===== config.mk =====
export PLATFORM = sky130hd
export DESIGN_NAME = merge_ctrl
export DESIGN_NICKNAME = d
export VERILOG_FILES = /design/src/rtl/merge_ctrl.sv
export SDC_FILE = /design/constraint.sdc
export NUM_CORES = 1
export LEC_CHECK = 0
export CORE_ASPECT_RATIO = 2
export CORE_MARGIN = 2
export CORE_UTILIZATION = 41
export DETAILED_ROUTE_END_ITERATION = 16
export GPL_ROUTABILITY_DRIVEN = 1
export GPL_TIMING_DRIVEN = 0
export PLACE_DENSITY = 0.77
export SLEW_MARGIN = 15
export SYNTH_ARGS = -nofsm -noshare
export SYNTH_HDL_FRONTEND = slang
export SYNTH_SLANG_ARGS = --single-unit

===== constraint.sdc =====
create_clock -name clk -period 3.9 [get_ports clk]
set_input_delay 0.585 -clock clk [delete_from_list [all_inputs] [get_ports clk]]
set_output_delay 0.585 -clock clk [all_outputs]
set_load 0.005 [all_outputs]

===== src/rtl/merge_ctrl.sv =====
// Two-way merge scheduler: pops the winning head of two sorted-run FIFOs into a
// one-entry output register and emits merged runs of 2*RUN_LEN words.
module merge_ctrl #(
   parameter int DATA_WIDTH = 32,
   parameter int RUN_LEN    = 4,
   parameter bit ASCENDING  = 1'b1
) (
   input  logic                  clk,
   input  logic                  reset,
   input  logic [DATA_WIDTH-1:0] head_a,
   input  logic                  empty_a,
   input  logic [DATA_WIDTH-1:0] head_b,
   input  logic                  empty_b,
   output logic                  rd_en_a,
   output logic                  rd_en_b,
   output logic [DATA_WIDTH-1:0] out_data,
   output logic                  out_valid,
   output logic                  out_last,
   input  logic                  out_ready,
   output logic                  run_done
);

   localparam int CW = $clog2(RUN_LEN) + 1;
   localparam logic [CW-1:0] RUN_MAX   = CW'(RUN_LEN);
   localparam logic [CW:0]   RUN_TOTAL = (CW+1)'(2 * RUN_LEN);

   localparam logic [1:0] ST_MERGE   = 2'd0;
   localparam logic [1:0] ST_DRAIN_A = 2'd1;
   localparam logic [1:0] ST_DRAIN_B = 2'd2;

   logic [1:0]            state_q, state_d;
   logic [CW-1:0]         cnt_a_q, cnt_a_d, cnt_b_q, cnt_b_d;
   logic [DATA_WIDTH-1:0] out_data_q, out_data_d;
   logic                  out_valid_q, out_valid_d;
   logic                  out_last_q, out_last_d;
   logic                  run_done_q, run_done_d;

   logic                  slot_free, a_wins, pop_a, pop_b, run_end;
   logic [CW-1:0]         cnt_a_inc, cnt_b_inc;

   // Pop decision: the output slot must be free, and in MERGE both heads must be
   // present so the comparison is meaningful. Ties go to A.
   always_comb begin
      slot_free = !out_valid_q || out_ready;
      a_wins    = ASCENDING ? (head_a <= head_b) : (head_a >= head_b);
      pop_a     = 1'b0;
      pop_b     = 1'b0;
      if (!reset) begin
         case (state_q)
            ST_MERGE: begin
               if (slot_free && !empty_a && !empty_b) begin
                  pop_a = a_wins;
                  pop_b = !a_wins;
               end
            end
            ST_DRAIN_A: pop_a = slot_free && !empty_a;
            ST_DRAIN_B: pop_b = slot_free && !empty_b;
            default: ;
         endcase
      end
   end

   always_comb begin
      cnt_a_inc = cnt_a_q + CW'(pop_a);
      cnt_b_inc = cnt_b_q + CW'(pop_b);
      run_end   = (pop_a || pop_b) &&
                  (({1'b0, cnt_a_inc} + {1'b0, cnt_b_inc}) == RUN_TOTAL);

      state_d = state_q;
      cnt_a_d = cnt_a_inc;
      cnt_b_d = cnt_b_inc;
      if (run_end) begin
         state_d = ST_MERGE;
         cnt_a_d = '0;
         cnt_b_d = '0;
      end else begin
         case (state_q)
            ST_MERGE: begin
               if (cnt_a_inc == RUN_MAX) begin
                  state_d = ST_DRAIN_B;
               end else if (cnt_b_inc == RUN_MAX) begin
                  state_d = ST_DRAIN_A;
               end
            end
            ST_DRAIN_A, ST_DRAIN_B: ;
            default: state_d = ST_MERGE;
         endcase
      end

      out_data_d  = out_data_q;
      out_valid_d = out_valid_q;
      out_last_d  = out_last_q;
      if (pop_a || pop_b) begin
         out_data_d  = pop_a ? head_a : head_b;
         out_valid_d = 1'b1;
         out_last_d  = run_end;
      end else if (out_ready) begin
         out_valid_d = 1'b0;
         out_last_d  = 1'b0;
      end
      run_done_d = run_end;
   end

   always_ff @(posedge clk) begin
      if (reset) begin
         state_q     <= ST_MERGE;
         cnt_a_q     <= '0;
         cnt_b_q     <= '0;
         out_data_q  <= '0;
         out_valid_q <= 1'b0;
         out_last_q  <= 1'b0;
         run_done_q  <= 1'b0;
      end else begin
         state_q     <= state_d;
         cnt_a_q     <= cnt_a_d;
         cnt_b_q     <= cnt_b_d;
         out_data_q  <= out_data_d;
         out_valid_q <= out_valid_d;
         out_last_q  <= out_last_d;
         run_done_q  <= run_done_d;
      end
   end

   assign rd_en_a   = pop_a;
   assign rd_en_b   = pop_b;
   assign out_data  = out_data_q;
   assign out_valid = out_valid_q;
   assign out_last  = out_last_q;
   assign run_done  = run_done_q;

endmodule

==> results.py <==
metrics = {
    "run_status": {
        "status": "finished, violations left",
        "violations": "negative setup slack",
    },
    "detailed_routing": {
        "dr.pass1.iters": 4,
        "drc_errors": 0,
        "drt_iter0_markers": 213,
        "ant_nets": 0,
        "vias_per_cell": 5.642,
        "wl_per_cell_um": 17.65,
        "routed_wl_mm": 10.31,
        "vias": 3295,
    },
    "sta": {
        "min_period_over_period": 1.026,
        "worst_slack_ns": -0.09962,
        "hold_viol": 0,
        "post-route-min-period_ns": 4.000,
        "fmax_ghz": 0.2500,
        "drv_slew": 0,
        "setup_tns_ns": -0.5908,
        "slew_headroom": 0.5523,
        "rsz0062_at_grt": "true",
        "tightest_slew_ns": 0.6671,
        "skew_ns": 0.004830,
        "setup_violations": 10,
    },
    "global_routing": {
        "grt_overflow": 0,
        "grt_use_total": 0.2600,
        "grt_use_met3": 0.04517,
        "grt_pass1_wl_mm": 16.00,
        "met2_usage": 0.5013,
        "antenna_found_initial": 0,
        "use_met1": 0.2472,
        "grt_pass1_vias": 3476,
        "grt_max_degree": 13,
        "grt.busiest_layer": "met2",
    },
    "critical_path": {
        "timing.critical_path.buf_inv": 3,
        "path_cells": "buf_8 -> inv_4 -> ha_4 -> nand4_1 -> nor4_4 -> a22oi_2 -> or4_4 -> a21oi_4 -> ha_4 -> ha_4 -> fa_2 -> nor3b_2 -> a21oi_2 -> nor4_4 -> nand2_2 -> buf_6 -> a21oi_2",
        "cp-endpoint": "out_last",
        "crit_start": "head_b[22]",
        "crit_top_cell": "ha_4",
        "worstPathRequired_ns": 4.12,
        "critPathTopFamily": "simple AND/OR/NAND/NOR gates",
        "r2r_cells": 16,
        "crit_type": "primary input to flip-flop",
        "crit_cells": 17,
        "worst_setup_path_start_kind": "primary input",
        "reg2reg_slack_ns": 0.49,
        "critPathMaxFanout": 3,
        "critPathSlowestCell": "or4_4",
        "endpoint_kind": "flip-flop",
        "crit_arrival_ns": 4.22,
        "critPathMaxStageDelay_ns": 0.55,
        "reg2reg_to": "out_last",
        "regToRegStartpoint": "state_q[1]",
    },
    "finish": {
        "finalNetCount": 605,
        "final_layout_size_suffix_gt1_frac": 0.3947,
        "antenna_cells": 0,
        "area_growth_pct": 69.97,
        "fillers": 501,
    },
    "synth": {
        "ys_seq_area_frac": 0.2910,
        "ys_warn_count": 0,
        "synth_nets": 476,
        "synth_area_um2": 2958,
        "synth_edf_count": 0,
        "synth_top_area_frac": 0.2910,
        "async_reset_ff_frac": 0,
        "syn_inst": 364,
        "synthFlopType": "dfxtp_1",
        "ys_ff_latch": 43,
        "synthTopCellsByArea": "dfxtp_1 (29%), ha_1 (18%), o221a_1 (12%), nor2_1 (9.4%), nor3_1 (5.8%)",
        "synth_area_leader_cell": "dfxtp_1",
        "synth_cell_type_count": 33,
        "syn_area_per_cell_um2": 8.126,
    },
    "cts": {
        "postCtsHoldBufs": 0,
        "clkTransAtPathRegs_ns": 0.06,
        "clock_path_buffers": 2,
        "htree_levels": 2,
        "cts_buffers": 5,
        "clock_sinks": 43,
        "worst_skew_pair.late_latency_ns": 0.29,
        "cts_tree": "built",
        "root_buffer": "clkbuf_16",
    },
    "floorplan": {
        "die_h_um": 124.1,
        "core_area_um2": 6940,
        "io_pins": 106,
        "rows": 43,
        "start_util": 0.4262,
        "die-area_um2": 7951,
        "die_w_um": 64.06,
    },
    "worst_hold_path": {
        "hold_depth": 2,
        "hold_path.class": "flip-flop to flip-flop",
    },
    "power_and_ir_drop": {
        "peakVddDrop_uv": 179.2,
        "total_power_uw": 1341,
        "p_per_area_nw_per_um2": 266.7,
        "p_leak_uw": 0.001989,
    },
    "placed_design": {
        "dpl.hpwl_mm": 6.978,
        "portBuffers": 104,
        "gp_congestion": 0.8453,
    },
    "run": {
        "max_cap_violations": 0,
    },
}
tightest hold or removal path: cells and delay by family (launching register included):
kind               cells  cell delay [ns]
AOI/OAI and AO/OA      1             0.05
DFF                    1             0.31
and+or+nand+nor        1             0.10
through the flow:
step / instance area [µm²] / worst slack, ns / hold slack [ns] / cells / utilization
6_report: 5027 / -0.09962 / 0.5021 / 584 / 0.7244
5_1_grt: 5027 / -0.2243 / 0.5309 / 584 / 0.7244
2_1_floorplan: 3123 / -0.1568 / 0.4753 / 364 / -
4_1_cts: 4681 / -0.008750 / 0.4919 / 576 / 0.6744
3_3_place_gp: 4277 / -1.317 / 0.4707 / 558 / 0.6162
3_5_place_dp: 4277 / -1.399 / 0.4781 / 558 / 0.6162
logic make-up after synthesis:
group                      synth area share
DFF                                  0.2910
xor gates and xnor gates           0.005923
and+or+nand+nor                      0.2331
AOI/OAI and AO/OA                    0.2052
adders and majority gates            0.1844
buffers and inverters               0.08037
power breakdown:
part           internal (µW)  switching, µW
Clock                    273            177
Sequential               466           15.1
Combinational            223            187
Yosys cell counts (3+ instances only):
cell	n
o21ai_0	8
inv_1	40
a21oi_1	24
dfxtp_1	43
clkbuf_1	13
nand4_1	6
o221a_1	32
nor3_1	34
ha_1	42
buf_6	3
and2_1	4
nand2_1	8
nand2b_1	6
nor2_1	74
layout by cell type (no fill, tap or decap), types with 7 or more instances in the layout:
| cell | synthesis | layout |
|---|---|---|
| a21oi_1 | 24 | 20 |
| buf_2 | 1 | 22 |
| buf_4 | 0 | 23 |
| buf_6 | 3 | 35 |
| clkbuf_1 | 13 | 14 |
| clkdlybuf4s50_1 | 0 | 40 |
| dfxtp_1 | 43 | 43 |
| ha_4 | 0 | 37 |
| inv_2 | 0 | 27 |
| nand2_1 | 8 | 7 |
| nor2_1 | 74 | 70 |
| nor3_1 | 34 | 32 |
| o221a_1 | 32 | 32 |
metal layers:
metal,part of all wire,wire length (µm)
met2,0.56,5804
met3,0.044,455
met4,0.045,467
met5,0,0
met1,0.35,3579
worst min-delay path by stage:
stage | start | endpoint | slack (ns)
6_report | out_last | out_last | 0.50
5_1_grt | out_last | out_last | 0.53
4_1_cts | out_last | out_last | 0.49
3_5_place_dp | out_last | out_last | 0.48
3_3_place_gp | out_last | out_last | 0.47
2_1_floorplan | out_last | out_last | 0.48
state kept, by name, summed over array words and instances, names as in the netlist:
| register | cells |
|---|---|
| cnt_a_q | 3 |
| cnt_b_q | 3 |
| out_data | 32 |
| out_last | 1 |
| out_valid | 1 |
| run_done | 1 |
| state_q | 2 |
repair_timing:
action	CTS	global route
setup endpoints to repair	12	10
buffers inserted	12	8
gates cloned	0	0
pin swaps	46	34
gates resized for setup	342	79
cell type report:
class	instances	area, µm²	share of cell area
repair buffers	124	1145	0.2277
inverters	40	177.7	0.03534
flip-flops and latches	43	860.8	0.1712
well taps	90	112.6	0.02240
plain buffers	15	71.32	0.01419
multi-input cells	264	2504	0.4980
clock buffers	8	156.4	0.03111
No activity file was read; power rests on OpenSTA's default activity.
